===== src/rtl/mem_arbiter.sv =====
// ============================================================================
// Module   : mem_arbiter
// Brief    : Two-master (instruction fetch m0, LSU m1) arbiter onto a single
//            memory port with one outstanding transaction, m1 priority with
//            bounded starvation of m0, and a response timeout.
// Revision : 1.0 - initial release
// ============================================================================
`default_nettype none

module mem_arbiter #(
    parameter int STARVE_LIMIT = 4,
    parameter int TIMEOUT      = 16
) (
    input  logic        clk_i,
    input  logic        rst_i,

    input  logic        m0_req_i,
    input  logic        m0_we_i,
    input  logic [3:0]  m0_be_i,
    input  logic [31:0] m0_addr_i,
    input  logic [31:0] m0_wdata_i,
    output logic        m0_gnt_o,
    output logic        m0_rvalid_o,
    output logic [31:0] m0_rdata_o,
    output logic        m0_err_o,

    input  logic        m1_req_i,
    input  logic        m1_we_i,
    input  logic [3:0]  m1_be_i,
    input  logic [31:0] m1_addr_i,
    input  logic [31:0] m1_wdata_i,
    output logic        m1_gnt_o,
    output logic        m1_rvalid_o,
    output logic [31:0] m1_rdata_o,
    output logic        m1_err_o,

    output logic        mem_req_o,
    output logic        mem_we_o,
    output logic [3:0]  mem_be_o,
    output logic [31:0] mem_addr_o,
    output logic [31:0] mem_wdata_o,
    input  logic        mem_rvalid_i,
    input  logic [31:0] mem_rdata_i
);

    localparam int SW = $clog2(STARVE_LIMIT + 1);
    localparam int TW = (TIMEOUT > 1) ? $clog2(TIMEOUT) : 1;
    localparam logic [SW-1:0] STARVE_MAX = SW'(STARVE_LIMIT);
    localparam logic [TW-1:0] TMO_LAST   = TW'(TIMEOUT - 1);

    typedef enum logic [0:0] {
        IDLE      = 1'b0,
        WAIT_RESP = 1'b1
    } state_t;

    state_t        state;
    logic          owner;        // 0 = m0 owns the outstanding transaction
    logic [SW-1:0] starve_cnt;   // consecutive m1 grants while m0 waits
    logic [TW-1:0] tmo_cnt;      // cycles spent in WAIT_RESP

    logic in_wait;
    logic resp;
    logic abort;
    logic arb_en;
    logic sel_m1;
    logic grant;
    logic rsp_fire;

    // Arbitration, memory-port muxing and response routing (all zero-latency)
    always_comb begin
        in_wait  = (state == WAIT_RESP);
        resp     = in_wait && mem_rvalid_i;
        abort    = in_wait && !mem_rvalid_i && (tmo_cnt == TMO_LAST);
        // A new grant may issue from IDLE or in the cycle the response lands
        arb_en   = !rst_i && (!in_wait || mem_rvalid_i);
        sel_m1   = m1_req_i && !(m0_req_i && (starve_cnt == STARVE_MAX));
        grant    = arb_en && (m0_req_i || m1_req_i);
        rsp_fire = !rst_i && (resp || abort);

        m0_gnt_o    = grant && !sel_m1;
        m1_gnt_o    = grant && sel_m1;

        mem_req_o   = grant;
        mem_we_o    = 1'b0;
        mem_be_o    = 4'b0000;
        mem_addr_o  = 32'h0;
        mem_wdata_o = 32'h0;
        if (grant) begin
            mem_we_o    = sel_m1 ? m1_we_i    : m0_we_i;
            mem_be_o    = sel_m1 ? m1_be_i    : m0_be_i;
            mem_addr_o  = sel_m1 ? m1_addr_i  : m0_addr_i;
            mem_wdata_o = sel_m1 ? m1_wdata_i : m0_wdata_i;
        end

        // Abort responses carry zero data; only a real response forwards rdata
        m0_rvalid_o = rsp_fire && !owner;
        m1_rvalid_o = rsp_fire && owner;
        m0_err_o    = !rst_i && abort && !owner;
        m1_err_o    = !rst_i && abort && owner;
        m0_rdata_o  = (m0_rvalid_o && resp) ? mem_rdata_i : 32'h0;
        m1_rdata_o  = (m1_rvalid_o && resp) ? mem_rdata_i : 32'h0;
    end

    // FSM, owner, timeout counter and starvation counter
    always_ff @(posedge clk_i) begin
        if (rst_i) begin
            state      <= IDLE;
            owner      <= 1'b0;
            starve_cnt <= '0;
            tmo_cnt    <= '0;
        end else begin
            if (grant) begin
                state   <= WAIT_RESP;
                owner   <= sel_m1;
                tmo_cnt <= '0;
            end else if (resp || abort) begin
                state   <= IDLE;
            end else if (in_wait) begin
                tmo_cnt <= tmo_cnt + TW'(1);
            end

            if (!m0_req_i || m0_gnt_o) begin
                starve_cnt <= '0;
            end else if (m1_gnt_o && (starve_cnt != STARVE_MAX)) begin
                starve_cnt <= starve_cnt + SW'(1);
            end
        end
    end

endmodule

`default_nettype wire


===== config.mk =====
export PLATFORM = sky130hd
export DESIGN_NAME = mem_arbiter
export DESIGN_NICKNAME = d
export VERILOG_FILES = /design/src/rtl/mem_arbiter.sv
export SDC_FILE = /design/constraint.sdc
export NUM_CORES = 1
export LEC_CHECK = 0
export CAP_MARGIN = 30
export CORE_AREA = 5 5 120 122
export DETAILED_ROUTE_END_ITERATION = 8
export DIE_AREA = 0 0 125 127
export PLACE_DENSITY = 0.74
export SYNTH_ARGS = -nofsm -noshare
export SYNTH_HDL_FRONTEND = slang
export SYNTH_SLANG_ARGS = --single-unit

===== constraint.sdc =====
create_clock -name clk_i -period 2.45 [get_ports clk_i]
set_input_delay 0.49 -clock clk_i [delete_from_list [all_inputs] [get_ports clk_i]]
set_output_delay 0.49 -clock clk_i [all_outputs]
set_load 0.02 [all_outputs]

# Word level (Yosys, flattened, before mapping)
# Index checks and enable logic that the tools add are counted.
# classes
addsub	2
n_eq_ne	3
n_mux	12
bitwise_logic	1
n_reduce_logical	33
# ops
op	count
two-way mux 32 bit	6
logical AND 1 bit	18
two-way mux 4 bit	2
zero test 1 bit	7
adder 4 x 1 -> 4 bit, second input constant	1
equality test 4 bit, second input constant	1
logical OR 1 bit	4
two-way mux 1 bit	4
OR reduction 2 bit	2
adder 3 x 1 -> 3 bit, second input constant	1
equality test 3 bit, second input constant	1
inequality test 3 bit, second input constant	1
AND reduction 2 bit	1
nonzero test 2 bit	1
NOT 1 bit	1
# totals
regBits	9
in_bits	175
out_inout_bits	140
wordCells	55

# Longest topological paths before layout
# logic_depth
word_depth	8
mapped_depth	8
mapped_depth_nobuf	5

# Worst setup path before layout
# OpenSTA, ideal clock, no wires.
# synth_timing
path_kind	reg-to-output
startpoint	reg starve_cnt[0]
endpoint	out mem_addr_o[13]
arrival_time_ps	1581
t_required_ps	1960
path_slack_ps	379
stages_incl_launch_ff	9
path_buffers	3
cell_sequence	dfxtp_1 > inv_1 > ha_1 > and3_1 > clkbuf_1 > buf_2 > buf_2 > o21ai_1 > a21oi_2
# synth_via
elab_chain_len	6
# synth_rtl
element	line	rtl
start: declaration	58	logic [SW-1:0] starve_cnt;
start signal: assignment	125	starve_cnt <= starve_cnt + SW'(1);
equality test 3 bit	76	sel_m1 = m1_req_i && !(m0_req_i && (starve_cnt == STARVE_MAX));
logical AND 1 bit	76	
zero test 1 bit	76	
logical AND 1 bit	76	
two-way mux 32 bit	91	mem_addr_o = sel_m1 ? m1_addr_i : m0_addr_i;
two-way mux 32 bit	88	if (grant) begin
end: declaration	40	output logic [31:0] mem_addr_o,
# Every way passes these cells.

# Worst setup path in the final report
# layout_timing
startpoint	in m0_req_i
endpoint	out mem_wdata_o[2]
# layout_via
elab_chain_len	5
elab_cells_between_ends	7
classes_between	mux: 2; reduce/logical: 5
# layout_rtl
element	line	rtl
start: declaration	17	input logic m0_req_i,
logical AND 1 bit	76	
zero test 1 bit	76	
logical AND 1 bit	76	
two-way mux 32 bit	92	mem_wdata_o = sel_m1 ? m1_wdata_i : m0_wdata_i;
two-way mux 32 bit *	88	
end: declaration	41	output logic [31:0] mem_wdata_o,
# Mark *: on every way between the ends. The rest lies on a longest branch, timed or not.

==> impl_metrics.csv <==
group,metric,value,unit
status,status,"complete, no violations",
power_and_ir_drop,power.clock.fraction,0.219,
power_and_ir_drop,seqPwrFrac,0.119,
power_and_ir_drop,p_int,0.8329,mW
timing,hold_viol_final,0,
critical_path,slowest_stage,"or3_4",
logic_synthesis,yosysTopAreaCellShare,0.2446,
critical_path,r2r_start,"in_wait",
power_and_ir_drop,p_per_area,223.7,nW/um^2
floorplan,die_area,15880,sq um
routing,first_pass_iters,4,
floorplan,rows,42,
cells_and_area,final_common_cell,"clkdlybuf4s50_1",
clocking,htree_levels,1,
critical_path,path_cells,"dlygate4sd2_1 -> nor2_1 -> or3_4 -> buf_12 -> a21oi_2 -> clkdlybuf4s15_2",
timing,finalSetupViolCount,0,
routing,wl_met2,7.766,mm
timing,period_share,0.9833,
grt,antenna_found_initial,0,
grt,grt_pass1_wl,21.79,mm
timing,clock_skew,1.972,ps
timing,max_freq,415.1,MHz
routing,drtAntennaViolNets,0,
critical_path,cpPeakStageDelay,450,ps
power_and_ir_drop,p_sw,0.4766,mW
logic_synthesis,yosysSeqAreaShare,0.07291,
logic_synthesis,ys.flop_type,"dfxtp_1",
clocking,clock_sinks,9,
clocking,clk_transition_reported_paths,40,ps
timing,holdWs,535.7,ps
critical_path,r2r-end,"owner",
critical_path,worstSetupPathType,"in -> out",
power_and_ir_drop,peakVddDrop,246.3,uV
cells_and_area,layout-drive-gt1-share,0.2743,
clocking,clockRootBuffer,"clkbuf_16",
floorplan,num_io_pins,315,
timing,rsz0062_at_grt,"yes",
routing,drc,0,
critical_path,cp.required,1960,ps
routing,totalWireLength,14.85,mm
routing,detail_route.wl_per_cell,16.95,microns
logic_synthesis,synth_cells,386,
logic_synthesis,ys_warn_count,0,
hold_path,min_path_type,"reg -> reg",
routing,highest_layer,"met4",
grt,grt_pass1_vias,4033,
logic_synthesis,syn_area,2471,sq um
critical_path,worstPathMaxFanout,30,
logic_synthesis,syn-num-nets,564,
critical_path,cp-start-kind,"input pin",
routing,post_drt_via_cell_ratio,4.550,
timing,maxSlewViolCount,0,
logic_synthesis,yosys-top-cells-area,"a21oi_2 (24%), and2_1 (16%), nand3_1 (15%)",
clocking,cts_tree,"yes",
logic_synthesis,synth_edf_count,0,
floorplan,coreArea,13090,sq um
timing,slew_headroom,0.7507,
routing,wl_met3,1.400,mm
timing,tightest_slew,370.0,ps
cells_and_area,nets,879,
cells_and_area,antenna_cells,0,
critical_path,setup.worst_path.start,"m0_req_i",
clocking,clk_latency,230,ps
critical_path,cp_num_cells,6,
logic_synthesis,synthArstFlopShare,0,
grt,gr-usage-all-layers,0.1669,
cells_and_area,final_cell_mix,"clkdlybuf4s50_1 (170), nand3_1 (72), dlygate4sd2_1 (71)",
grt,grt_start_max_net_pins,51,
clocking,cts_hold_buf,0,
critical_path,ff2ff_path_depth,6,
power_and_ir_drop,pwr-share-comb,0.663,
grt,grt_overflow_total,0,
logic_synthesis,ys_ff_latch,9,
critical_path,critPathArrivalTime,1920,ps
logic_synthesis,syn_avg_cell_area,6.402,sq um
clocking,numCtsBuffers,3,
placed_design,hpwl,11.98,mm
routing,drt-met1-wl,5.518,mm
critical_path,r2r_slack,930,ps
timing,finalSetupTns,0,ps
critical_path,crit_family,"buffers and inverters",
critical_path,crit_buf_inv,3,
cells_and_area,syn_to_final_growth,136.9,%
clocking,cts.path.max_buffers,2,
power_and_ir_drop,p_leak,2.634,nW
flow_run,maxCapViolCount,0,
logic_synthesis,synth.largest_area_cell,"a21oi_2",
routing,drtIter0Drc,121,
critical_path,endpoint,"mem_wdata_o[2]",
floorplan,die_w,125,microns
placed_design,gp_congestion,0.8269,
routing,vias,3986,
timing,period_needed,2409,ps
logic_synthesis,synth.distinct_cells,30,
floorplan,initial_core_util,0.1889,
floorplan,die_y,127,microns
placed_design,port_buffers,314,
power_and_ir_drop,p_total,1.309,mW
critical_path,cp-end-kind,"primary output",
power_and_ir_drop,p_sw_frac,0.3640,
==> registers in the layout, summed over array words and instances, names as in the netlist <==
signal	count
in_wait	1
owner	1
starve_cnt	3
tmo_cnt	4
==> power groups by stage <==
stage / Sequential (mW) / Combinational (mW) / Clock (mW)
2_1_floorplan: 0.157 / 0.375 / 0
5_1_grt: 0.156 / 0.927 / 0.303
4_1_cts: 0.155 / 0.896 / 0.292
6_report: 0.156 / 0.868 / 0.286
3_3_place_gp: 0.158 / 0.908 / 0
3_5_place_dp: 0.158 / 0.912 / 0
==> area by class of cell <==
type / instances / area (sq um)
tap: 176 / 220.2
clock buffer: 4 / 78.83
timing repair buffer: 357 / 3302
multi-input combinational: 325 / 2053
fill: 1357 / 7232
inverter: 5 / 18.77
sequential: 9 / 180.2
==> logic make-up after synthesis <==
kind of cell / Yosys count / share of synthesized area
AOI/OAI and AO/OA: 156 / 0.4289
adders and majority gates: 3 / 0.01519
buffers and inverters: 52 / 0.1048
DFF: 9 / 0.07291
and+or+nand+nor: 166 / 0.3782
==> cells in the mapped netlist, types with 4 or more instances <==
library cell and n:
o21ai_0 63, nand2b_1 4, o21ai_1 11, and2_1 64, nand3_1 73, and3_1 4, dfxtp_1 9, a21oi_1 6
clkbuf_1 36, a21oi_2 69, nor2_1 4, buf_6 8
==> layer usage <==
metal,track usage,vias up
met5,0,-
met4,0.02997,0
met3,0.04508,10
met2,0.3328,214
met1,0.1760,1758
li1,-,2004
==> how the worst min path moves through the flow <==
stage             startpoint             to  slack, ps  depth (start not counted)
2_1_floorplan  starve_cnt[1]  starve_cnt[1]        470                          2
3_3_place_gp      tmo_cnt[1]     tmo_cnt[1]        500                          2
3_5_place_dp      tmo_cnt[3]     tmo_cnt[3]        520                          1
4_1_cts           tmo_cnt[1]     tmo_cnt[1]        530                          2
5_1_grt           tmo_cnt[3]     tmo_cnt[3]        550                          1
6_report          tmo_cnt[1]     tmo_cnt[1]        540                          2
==> worst reg2reg max path, delay by kind of cell, from the launching register on <==
family | cells | cell delay (ps)
simple gates | 2 | 430
flops | 1 | 350
buf+inv | 3 | 440
compound gates | 1 | 200
==> stage by stage <==
stage	setup slack, ps	util	area (sq um)	instances
floorplan	378.7	-	2471	386
global placement	-546.5	0.4636	6066	868
detailed placement	-526.9	0.4636	6066	868
CTS	0.01465	0.4639	6070	876
global route	-34.56	0.4473	5853	876
finish	40.90	0.4473	5853	876
==> repair_timing <==
action | CTS | global route
endpoints found under the setup margin | 139 | 54
pin swaps | 1 | 0
hold endpoints to repair | 0 | 0
buffers inserted | 1 | 0
gates cloned | 3 | 0
gates resized for setup | 256 | 74
No activity file was read; power rests on OpenSTA's default activity.
